===== src/rtl/pop_uart_tx_if.sv =====
// Request/status bundle between the GA state controller and the UART frame transmitter.
interface pop_uart_tx_if #(
   parameter int unsigned DATA_W = 150
);
   logic              start;
   logic [DATA_W-1:0] data;
   logic              busy;
   logic              done;
   logic              uart_out;

   modport master (output start, output data, input busy, input done, input uart_out);
   modport slave  (input start, input data, output busy, output done, output uart_out);
endinterface


===== src/rtl/pop_uart_tx.sv =====
// Serialises a captured population/path vector as SYNC_BYTE followed by NBYTES payload
// bytes (LSB byte first) on an 8N1 UART line, with no idle gap between bytes.
module pop_uart_tx #(
   parameter int unsigned DATA_W       = 150,
   parameter int unsigned CLKS_PER_BIT = 868,
   parameter logic [7:0]  SYNC_BYTE    = 8'hA5
) (
   input  logic          clk,
   input  logic          rst_n,
   pop_uart_tx_if.slave  tx_if
);
   localparam int unsigned NBYTES = (DATA_W + 7) / 8;
   localparam int unsigned BUF_W  = NBYTES * 8;
   localparam int unsigned CNT_W  = (CLKS_PER_BIT > 1) ? $clog2(CLKS_PER_BIT) : 1;
   localparam int unsigned IDX_W  = $clog2(NBYTES + 1);
   localparam logic [CNT_W-1:0] BaudLast = CNT_W'(CLKS_PER_BIT - 1);
   localparam logic [IDX_W-1:0] IdxLast  = IDX_W'(NBYTES);

   typedef enum logic [1:0] {StIdle, StStartBit, StDataBits, StStopBit} state_e;

   state_e           state_q;
   logic [CNT_W-1:0] baud_q;
   logic [2:0]       bit_q;
   logic [IDX_W-1:0] byte_q;
   logic [7:0]       shift_q;
   logic [BUF_W-1:0] buf_q;
   logic             busy_q;
   logic             done_q;
   logic             tx_q;
   logic             baud_end;

   assign baud_end = (baud_q == BaudLast);

   // buf_q shifts down one byte per loaded byte, so the next payload byte is always buf_q[7:0].
   always_ff @(posedge clk or negedge rst_n) begin
      if (!rst_n) begin
         state_q <= StIdle;
         baud_q  <= '0;
         bit_q   <= '0;
         byte_q  <= '0;
         shift_q <= '0;
         buf_q   <= '0;
         busy_q  <= 1'b0;
         done_q  <= 1'b0;
         tx_q    <= 1'b1;
      end else begin
         done_q <= 1'b0;
         unique case (state_q)
            StIdle: begin
               if (tx_if.start) begin
                  buf_q   <= BUF_W'(tx_if.data);
                  shift_q <= SYNC_BYTE;
                  byte_q  <= '0;
                  bit_q   <= '0;
                  baud_q  <= '0;
                  busy_q  <= 1'b1;
                  tx_q    <= 1'b0;
                  state_q <= StStartBit;
               end
            end
            StStartBit: begin
               if (baud_end) begin
                  baud_q  <= '0;
                  bit_q   <= '0;
                  tx_q    <= shift_q[0];
                  state_q <= StDataBits;
               end else begin
                  baud_q <= baud_q + CNT_W'(1);
               end
            end
            StDataBits: begin
               if (baud_end) begin
                  baud_q <= '0;
                  if (bit_q == 3'd7) begin
                     tx_q    <= 1'b1;
                     state_q <= StStopBit;
                  end else begin
                     shift_q <= shift_q >> 1;
                     tx_q    <= shift_q[1];
                     bit_q   <= bit_q + 3'd1;
                  end
               end else begin
                  baud_q <= baud_q + CNT_W'(1);
               end
            end
            StStopBit: begin
               if (baud_end) begin
                  baud_q <= '0;
                  if (byte_q == IdxLast) begin
                     busy_q  <= 1'b0;
                     done_q  <= 1'b1;
                     state_q <= StIdle;
                  end else begin
                     shift_q <= buf_q[7:0];
                     buf_q   <= buf_q >> 8;
                     byte_q  <= byte_q + IDX_W'(1);
                     tx_q    <= 1'b0;
                     state_q <= StStartBit;
                  end
               end else begin
                  baud_q <= baud_q + CNT_W'(1);
               end
            end
            default: state_q <= StIdle;
         endcase
      end
   end

   assign tx_if.busy     = busy_q;
   assign tx_if.done     = done_q;
   assign tx_if.uart_out = tx_q;
endmodule


===== src/flat_wrapper.sv =====
// flat-port wrapper written by rule: the top's interface ports become plain ports
module pop_uart_tx_flat 
#(
   parameter int unsigned DATA_W       = 150,
   parameter int unsigned CLKS_PER_BIT = 868,
   parameter logic [7:0]  SYNC_BYTE    = 8'hA5
)
  (clk, rst_n, tx_if_start, tx_if_data, tx_if_busy, tx_if_done, tx_if_uart_out);
  pop_uart_tx_if #(.DATA_W(DATA_W)) tx_if_i ();
  input  logic clk;
  input  logic rst_n;
  input wire logic [$bits(tx_if_i.start)-1:0] tx_if_start;
  input wire logic [$bits(tx_if_i.data)-1:0] tx_if_data;
  output wire logic [$bits(tx_if_i.busy)-1:0] tx_if_busy;
  output wire logic [$bits(tx_if_i.done)-1:0] tx_if_done;
  output wire logic [$bits(tx_if_i.uart_out)-1:0] tx_if_uart_out;
  assign tx_if_i.start = tx_if_start;
  assign tx_if_i.data = tx_if_data;
  assign tx_if_busy = tx_if_i.busy;
  assign tx_if_done = tx_if_i.done;
  assign tx_if_uart_out = tx_if_i.uart_out;
  pop_uart_tx #(.DATA_W(DATA_W), .CLKS_PER_BIT(CLKS_PER_BIT), .SYNC_BYTE(SYNC_BYTE)) u_core (.clk(clk), .rst_n(rst_n), .tx_if(tx_if_i));
endmodule

===== config.mk =====
export PLATFORM = sky130hd
export DESIGN_NAME = pop_uart_tx_flat
export DESIGN_NICKNAME = d
export VERILOG_FILES = /design/src/rtl/pop_uart_tx_if.sv /design/src/rtl/pop_uart_tx.sv /design/src/flat_wrapper.sv
export SDC_FILE = /design/constraint.sdc
export NUM_CORES = 1
export LEC_CHECK = 0
export BUFFER_PORTS_ARGS = -buffer_cell sky130_fd_sc_hd__buf_4
export CAP_MARGIN = 10
export CORE_AREA = 2 2 153 155
export DETAILED_ROUTE_END_ITERATION = 6
export DIE_AREA = 0 0 155 157
export PLACE_DENSITY = 0.72
export RECOVER_POWER = 50
export SYNTH_ARGS = -nofsm -noshare
export SYNTH_HDL_FRONTEND = slang
export SYNTH_SLANG_ARGS = --single-unit

===== constraint.sdc =====
create_clock -name clk -period 2.6 [get_ports clk]
set_input_delay 0.13 -clock clk [delete_from_list [all_inputs] [get_ports clk]]
set_output_delay 0.13 -clock clk [all_outputs]
set_load 0.005 [all_outputs]

## After elaboration in Yosys (flattened, before gate mapping)

Index checks and enable logic that the tools add are counted.

| word-level totals | value |
|---|---|
| register bits after elaboration | 183 |
| latch bits | 0 |
| memory bits (writable) | 0 |
| memory bits (read-only) | 0 |
| bits of input ports | 153 |
| output and inout bits | 3 |
| word-level logic and storage cells | 80 |
| memories | 0 |

| cells by class | value |
|---|---|
| add/subtract/negate cells | 3 |
| multipliers | 0 |
| divide/modulo/power cells | 0 |
| order comparisons | 0 |
| eq/ne operators | 14 |
| shift-type cells | 0 |
| muxes and demuxes | 43 |
| bitwise operators | 0 |
| reductions and logical operators | 11 |

Operators by type and width:

| cell | count |
|---|---|
| 2-to-1 mux 152 bit | 3 |
| case mux 152 bit (2 select lines) | 1 |
| 2-to-1 mux 8 bit | 5 |
| case mux 8 bit (3 select lines) | 1 |
| 2-to-1 mux 10 bit | 2 |
| case mux 10 bit (2 select lines) | 1 |
| 2-to-1 mux 5 bit | 3 |
| AND reduction 5 bit | 3 |
| 2-to-1 mux 1 bit | 13 |
| 2-to-1 mux 3 bit | 4 |
| adder 10 x 1 -> 10 bit, second input constant | 1 |
| equality test 10 bit, second input constant | 1 |
| 2-to-1 mux 2 bit | 5 |
| != test 2 x 1 -> 1 bit, second input constant | 5 |
| case mux 5 bit (2 select lines) | 1 |
| case mux 3 bit (3 select lines) | 1 |
| case mux 2 bit (4 select lines) | 1 |
| AND reduction 4 bit | 2 |
| != test 2 bit, second input constant | 3 |
| AND reduction 6 bit | 1 |
| nonzero test 3 bit | 2 |
| adder 5 x 1 -> 5 bit, second input constant | 1 |
| equality test 5 bit, second input constant | 1 |
| equality test 2 bit, second input constant | 2 |
| 8 further kinds | 8 |

## Depth between registers and ports, before layout

Gate-level depths: netlist (run 1).

| depth | value |
|---|---|
| depth in word-level cells | 4 |
| mapped depth | 8 |
| mapped depth without buffers | 6 |

## Worst setup path after synthesis (run 1)

Ideal clock, no wire load.

| timing | value |
|---|---|
| kind | flip-flop to flip-flop |
| from | register u_core.baud_q[4] |
| to | register u_core.buf_q[100] |
| library setup time | 127 ps |
| data arrival time | 2277 ps |
| required time | 2473 ps |
| path slack | 196 ps |
| cell stages (with the launch flop) | 8 |
| buffers on the path | 3 |
| period minus slack after synthesis | 2404 ps |
| cell sequence | dfrtp_1 or3_1 clkbuf_1 or4_1 a21oi_2 buf_6 buf_6 mux2_1 |

| between the ends | value |
|---|---|
| longest elaborated chain between the ends | 3 |

Ends and longest elaborated chain:

| element | line | text |
|---|---|---|
| start: declaration | pop_uart_tx.sv:22 | `logic [CNT_W-1:0] baud_q;` |
| start signal: assignment | pop_uart_tx.sv:68 | `baud_q <= baud_q + CNT_W'(1);` |
| start signal: assignment | pop_uart_tx.sv:83 | `baud_q <= baud_q + CNT_W'(1);` |
| start signal: assignment | pop_uart_tx.sv:101 | `baud_q <= baud_q + CNT_W'(1);` |
| equality test 10 bit | pop_uart_tx.sv:32 | `assign baud_end = (baud_q == BaudLast);` |
| != test 2 x 1 -> 1 bit (no source line) | - |  |
| AND reduction 4 bit (no source line) | - |  |
| end signal: assignment | pop_uart_tx.sv:51 | `buf_q <= BUF_W'(tx_if.data);` |
| end signal: assignment | pop_uart_tx.sv:95 | `buf_q <= buf_q >> 8;` |
| end: declaration | pop_uart_tx.sv:26 | `logic [BUF_W-1:0] buf_q;` |

Every way passes these cells.
A chain may end at the register's enable or synchronous reset.

## Worst setup path in the final report (run 1)

| timing | value |
|---|---|
| from | register u_core.baud_q[0] |
| to | register u_core.buf_q[43] |

The elaborated chain is that of the path after synthesis.

==> key figures, run 1 <==
Run status
  – Status: finished, violations left
  – Violated checks: max-capacitance violations, max-slew violations

Cells and area
  – Post-route design area: 11300 sq um
  – Final core utilization: 0.501
  – Antenna diodes: 0
  – Final net count: 993
  – Non-filler cells in the finished layout: 1129
  – Layout Area Growth over Synthesis: 25.3%
  – Layout cells sized above 1: 0.505

STA
  – Max Clock Freq: 407 MHz
  – Slew margin rel.: -0.293
  – Hold slack: 41.2 ps
  – Skew final: 16.4 ps
  – Final setup margin: 144 ps
  – RSZ-0062 raised after global routing: no
  – Final Hold Vio Count: 0
  – Final setup fails: 0
  – Slew Limit Fails: 86
  – Crit path time final: 2460 ps
  – Slew @ Worst Pin: 1940 ps
  – Total negative slack: 0 ps
  – Tcrit/Tclk final: 0.945

Placement
  – Post-DP HPWL: 13100 um
  – Placed cell areas: 10600 sq um
  – PortBufs: 155
  – Final RePlAce weighted congestion: 0.806
  – Dpl ws: 118 ps
  – DP Cell Count: 1088

CTS
  – Clk_lat worst skew: 430 ps
  – Clk sink count: 181
  – TritonCTS Buffers: 17
  – H-tree depth: 4
  – Bufs on Longest Clock Path: 2
  – Clk pin slew, worst setup/hold paths: 80 ps
  – Root Buffer: clkbuf_16
  – CTS tree: done

Global routing
  – Pin count of the biggest net entering global routing: 90
  – All-Layer GR Usage: 0.162
  – Vias in the first global route: 6073
  – Total gr overflow: 0
  – Initial antenna violation count: 1
  – Global-route wire length before repair: 31400 um

Logic synthesis
  – YS warnings: 0
  – Number of flops mapped to enable cells by yosys: 0
  – Unique masters post-synth: 45
  – Syn nets: 825
  – Sequential-to-total area share from yosys stat: 0.504
  – FF+latch count, synth: 181
  – Share of the synthesized area in the top cell type: 0.501
  – Syn Inst Count: 663
  – Predominant post-synthesis flop cell: dfrtp_1
  – Async SR Flop Fraction: 1.00
  – Synth area leader: dfrtp_1
  – Average size of a mapped cell: 13.6 sq um
  – Top post-synthesis cells by area: dfrtp_1 (50%), mux2_2 (26%), mux2_1 (10%)
  – Cell area after synthesis: 9000 sq um

Die
  – Die height: 157 um
  – Die area: 24300 sq um
  – CORE AREA: 22500 sq um
  – Top-level I/O count: 156
  – Initial core utilization: 0.400
  – Cell row count: 55
  – DIE WIDTH: 155 um

Detailed routing
  – Final wirelength: 18800 um
  – Iteration-0 DRC count of the detailed router: 249
  – DR pass1 iterations: 4
  – Routed WL per cell: 16.6 um
  – Routed Antenna Nets: 0
  – DR DRC count: 0
  – Vias: 5747
  – Vias per cell: 5.09

Worst setup path
  – CP max FO: 14
  – Critical Path Sink Type: flip-flop
  – CP required: 2910 ps
  – Worst setup SP type: flip-flop
  – Critical Path AT: 2770 ps
  – Critical setup path kind: flip-flop to flip-flop

Flow run
  – MaxCap Viol Count: 1

Power
  – Power, Total: 5.82 mW
  – Pleak: 5.46 nW
  – Worst IR Drop VDD: 0.513 mV
  – PwrDens: 516 nW/um^2

Min path
  – Hold Path Class: input pin to flip-flop
logic make-up (layout without fill, tap and decap cells):
family,after synthesis,after routing,share of synthesized area
compound gates,55,55,0.0438
fa+ha+maj,9,9,0.0125
buf+inv,50,231,0.0295
mux,292,292,0.365
xor+xnor,6,6,0.00584
simple gates,70,70,0.0395
flops,181,181,0.504
path summary, 6_finish.rpt:
| kind | start | endpoint | slack (ps) | cells past startpoint |
|---|---|---|---|---|
| max | u_core.baud_q[0] | u_core.buf_q[43] | 140 | 7 |
| min | tx_if_data[88] | u_core.buf_q[88] | 40 | 3 |
| max reg2reg | u_core.baud_q[0] | u_core.buf_q[43] | 140 | 7 |
| min reg2reg | u_core.buf_q[57] | u_core.buf_q[57] | 480 | 1 |
| max in group asynchronous | rst_n | u_core.byte_q[0] | 460 | 3 |
| min in group asynchronous | rst_n | u_core.buf_q[76] | 790 | 2 |
routing by layer:
metal	routed length, um	vias up	track usage
met3	1240	18	0.0553
li1	-	2751	-
met2	8750	117	0.263
met5	16	-	0
met1	8560	2859	0.211
met4	197	2	0.0384
registers in the layout (all words and copies together) (netlist names):
name,flops
u_core.baud_q,10
u_core.state_q,2
u_core.byte_q,5
u_core.tx_if.uart_out,1
u_core.bit_q,3
u_core.buf_q,150
u_core.shift_q,8
u_core.tx_if.done,1
u_core.tx_if.busy,1
cell type report:
cell class / instances / area (sq um)
repair buffers: 189 / 1520
clock buffers: 17 / 425
multi-input cells: 432 / 4220
well taps: 285 / 357
flip-flops and latches: 181 / 4530
fillers: 2004 / 11200
inverters: 10 / 37.5
clock inverters: 15 / 184
cells in the mapped netlist (9+ instances only):
cell type	n
buf_6	9
nor2_1	13
inv_1	10
o21ai_0	15
clkbuf_1	23
ha_1	9
mux2_1	80
a22o_1	12
mux2_2	211
nand2_1	18
dfrtp_1	180
cell usage in the layout, fill, tap and decap left out, types with 6 or more instances in the layout:
| master | instances |
|---|---|
| dlygate4sd3_1 | 9 |
| a22o_1 | 12 |
| clkbuf_16 | 17 |
| ha_1 | 8 |
| nand3_1 | 6 |
| nor4_1 | 7 |
| nand2_1 | 18 |
| mux2_2 | 211 |
| inv_1 | 10 |
| buf_12 | 7 |
| mux2_1 | 80 |
| dfrtp_1 | 180 |
| nor3_1 | 8 |
| or3_1 | 6 |
| o21ai_0 | 15 |
| nor2_1 | 13 |
| buf_4 | 165 |
critical path, stage by stage, from the launching register on:
cell and delay [ps]:
dfrtp_1 390, ha_1 220, nand4b_1 140, or4_1 600, a21oi_4 250, buf_12 200, buf_4 200, mux2_2 350
report_power, final:
group          leakage (nW)  total, mW  switching (mW)  internal [mW]
logic                  2.72      0.358           0.124          0.235
registers              2.46       2.81               0           2.81
clock network         0.288       2.65            1.27           1.39
repair_timing:
| item | 4_1_cts | 5_1_grt |
|---|---|---|
| hold buffers | 9 | 0 |
| resized for setup | 0 | 0 |
| setup buffers | 0 | 0 |
| endpoints found under the hold margin | 88 | 0 |
| setup endpoints to repair | 0 | 2 |
Note: power is estimated with default switching activity, not from simulation.
==> run 2: changes to the inputs <==
ABC_AREA = 1   (was default)
CORE_AREA = 2 2 155 157   (was 2 2 153 155)
DIE_AREA = 0 0 157 159   (was 0 0 155 157)
==> run 2 against run 1 <==
Area after synthesis up 1.8%. Non-clock buffer count grew 78. Sequential power rose by 70%. Cell count is 65% higher. The run still ends with max-capacitance violations, max-slew violations left. Sequential share of layout area fell by 2.7 points. Combinational power increased to 17 times the previous value. Hold slack got worse by 30 ps. Register-to-register slack better by 220 ps.
==> key figures, run 2 <==
Run status
  – Status: finished, violations left
  – Violated checks: max-capacitance violations, max-slew violations

STA
  – Crit path time final: 2240 ps (-218 ps)
  – Hold slack: 10.7 ps (-30.4 ps)
  – Max Clock Freq: 447 MHz (+9.8%)
  – Final setup fails: 0 (unchanged)
  – Tcrit/Tclk final: 0.861 (-0.0840)
  – Slew Limit Fails: 85 (-1.2%)
  – Skew final: 9.01 ps (-7.39 ps)
  – Total negative slack: 0 ps (unchanged)
  – RSZ-0062 raised after global routing: no
  – Final setup margin: 363 ps (+218 ps)
  – Final Hold Vio Count: 0 (unchanged)
  – Slew margin rel.: -0.254 (+0.0386)
  – Slew @ Worst Pin: 1880 ps (-57.9 ps)

CTS
  – Clk pin slew, worst setup/hold paths: 70 ps (about the same)
  – TritonCTS Buffers: 17 (unchanged)
  – Bufs on Longest Clock Path: 2 (unchanged)
  – H-tree depth: 4 (unchanged)
  – Clk_lat worst skew: 430 ps (about the same)
  – Root Buffer: clkbuf_16
  – CTS tree: done
  – Clk sink count: 181 (unchanged)

Worst setup path
  – CP max FO: 12 (-2)
  – CP required: 2960 ps (+50 ps)
  – CP endpoint: u_core.shift_q[2]
  – Worst setup SP type: flip-flop
  – Reg2reg start: u_core.state_q[0]
  – Critical setup path kind: flip-flop to flip-flop
  – Reg-to-reg endpoint: u_core.shift_q[2]
  – CP cell instances: inv_1 -> ha_1 -> inv_1 -> nand3_1 -> nand3_2 -> nor2_1 -> nand2_1 -> nand2_1
  – Reg2Reg Setup Slack: 360 ps (+220 ps)
  – Max incr delay on CP: 460 ps (-140 ps)
  – R2R depth: 8 (+1)
  – CP max-delay cell: nor2_1
  – Critical Path Sink Type: flip-flop
  – Critical Path AT: 2600 ps (-170 ps)
  – Crit. Startpoint: u_core.state_q[0]

Cells and area
  – Non-filler cells in the finished layout: 1866 (+65%)
  – Layout Area Growth over Synthesis: 32.1%
  – Most common cell after layout, fill and taps aside: nand2_1
  – Filler cells: 2211 (+10%)
  – Largest register FFs: 150 (unchanged)
  – Sequential cell area: 4530 sq um (unchanged)
  – Most frequent cells in the layout: nand2_1 (892), dfrtp_1 (180), buf_4 (160)
  – Layout cells sized above 1: 0.138 (-0.366)
  – Final net count: 1696 (+71%)
  – Top Registers: u_core.buf_q: 150 flops, u_core.baud_q: 10 flops, u_core.shift_q: 8 flops
  – Multi-input gate area: 4140 sq um (-1.8%)
  – Top reg by flops: u_core.buf_q

Placement
  – PortBufs: 155 (unchanged)
  – Post-DP HPWL: 15600 um (+19%)
  – Dpl ws: 402 ps (+284 ps)
  – DP Cell Count: 1739 (+60%)
  – Final RePlAce weighted congestion: 0.833 (+3.3%)

Logic synthesis
  – YS warnings: 0 (unchanged)
  – Syn nets: 1478 (+79%)
  – Share of the synthesized area in the top cell type: 0.492 (-0.00902)
  – Synth area leader: dfrtp_1
  – FF+latch count, synth: 181 (unchanged)
  – Unique masters post-synth: 30 (-33%)
  – Post-synth top cells: nand2_1 (892), dfrtp_1 (180), inv_1 (43)
  – Async SR Flop Fraction: 1.00 (unchanged)
  – Cell area after synthesis: 9160 sq um (+1.8%)
  – Average size of a mapped cell: 6.96 sq um (-49%)
  – Number of flops mapped to enable cells by yosys: 0 (unchanged)
  – Most common cell in the netlist: nand2_1
  – Syn Inst Count: 1316 (+98%)
  – Sequential-to-total area share from yosys stat: 0.494 (-0.00908)
  – Predominant post-synthesis flop cell: dfrtp_1
  – Top post-synthesis cells by area: dfrtp_1 (49%), nand2_1 (37%), inv_1 (1.8%)

Power
  – Pleak: 6.75 nW (+24%)
  – PwrDens: 1090 nW/um^2 (+110%)
  – Worst IR Drop VDD: 0.650 mV (+27%)

Flow run
  – MaxCap Viol Count: 1 (unchanged)

Die
  – CORE AREA: 23200 sq um (+3.1%)
  – Die height: 159 um (+1.3%)
  – Cell row count: 56 (+1.8%)
  – Initial core utilization: 0.395 (-0.00476)
  – DIE WIDTH: 157 um (+1.3%)
  – Die area: 25000 sq um (+2.6%)
  – Top-level I/O count: 156 (unchanged)

Global routing
  – Pin count of the biggest net entering global routing: 118 (+31%)
  – Initial antenna violation count: 1 (unchanged)
  – Total gr overflow: 0 (unchanged)
  – All-Layer GR Usage: 0.203 (+0.0406)
  – Global-route wire length before repair: 41100 um (+31%)
  – Vias in the first global route: 8585 (+41%)

Min path
  – WHS Path Cells: 5 (+2)
  – Hold Path Class: input pin to flip-flop

Detailed routing
  – Routed WL per cell: 13.1 um (-21%)
  – Iteration-0 DRC count of the detailed router: 507 (+100%)
  – DR DRC count: 0 (unchanged)
  – Vias: 8721 (+52%)
  – Final wirelength: 24500 um (+31%)
  – DR pass1 iterations: 5 (+1)
  – Vias per cell: 4.67 (-8.2%)
  – Routed Antenna Nets: 0 (unchanged)
## run 2: report_power, final
group	switching, mW	internal [mW]	total [mW]
sequential	0.663	4.13	4.79
clock	1.11	1.30	2.41
combinational	3.88	2.06	5.94
total	5.65	7.49	13.1
## run 2: kinds of logic after synthesis
logic type | after synthesis | synth area share
AOI/OAI and AO/OA | 61 | 0.0377
and+or+nand+nor | 947 | 0.396
adders and majority gates | 9 | 0.0123
xor gates and xnor gates | 4 | 0.00382
buffers and inverters | 114 | 0.0554
DFF | 181 | 0.494
## run 2: critical path, delay by kind of cell (launching register included)
family	cells	cell delay (ps)
AND/OR/NAND/NOR	5	1030
flip-flops	1	450
buffers and inverters	2	390
adder cells (fa/ha/maj)	1	310
## run 2: stage by stage
stage | power [mW] | util | cell area, sq um
3_5_place_dp | 10.7 | 0.459 | 10600
3_3_place_gp | 10.5 | 0.459 | 10600
5_1_grt | 14.4 | 0.522 | 12100
6_report | 13.1 | 0.522 | 12100
4_1_cts | 13.3 | 0.523 | 12100
2_1_floorplan | 9.11 | - | 9160
## run 2: worst min path at each step
| stage | startpoint | to | slack, ps |
|---|---|---|---|
| 2_1_floorplan | rst_n | u_core.baud_q[0] | -170 |
| 3_3_place_gp | rst_n | u_core.buf_q[14] | 230 |
| 3_5_place_dp | rst_n | u_core.buf_q[14] | 230 |
| 4_1_cts | tx_if_data[33] | u_core.buf_q[33] | 0.3 |
| 5_1_grt | tx_if_data[17] | u_core.buf_q[17] | 10 |
| 6_report | tx_if_data[33] | u_core.buf_q[33] | 10 |
## run 2: cell type report
cell class	count	share of cell area
multi-input combinational	1021	0.342
inverter	46	0.0147
timing repair buffer	267	0.191
clock inverter	10	0.00589
clock buffer	21	0.0389
antenna	1	0.000207
sequential	181	0.374
tap	319	0.0330
## run 2: per-layer routing
metal  track usage  routed length [um]  vias to the layer above
li1              -                   -                     4412
met1         0.278               11100                     4012
met2         0.322               11500                      243
met3        0.0324                1060                       54
met4        0.0817                 768                        0
met5             0                   0                        -
## run 2: repair_timing
item,CTS,global route
resized for setup,0,0
hold endpoints to repair,173,0
setup buffers,0,0
setup endpoints to repair,0,0
hold buffers,95,0
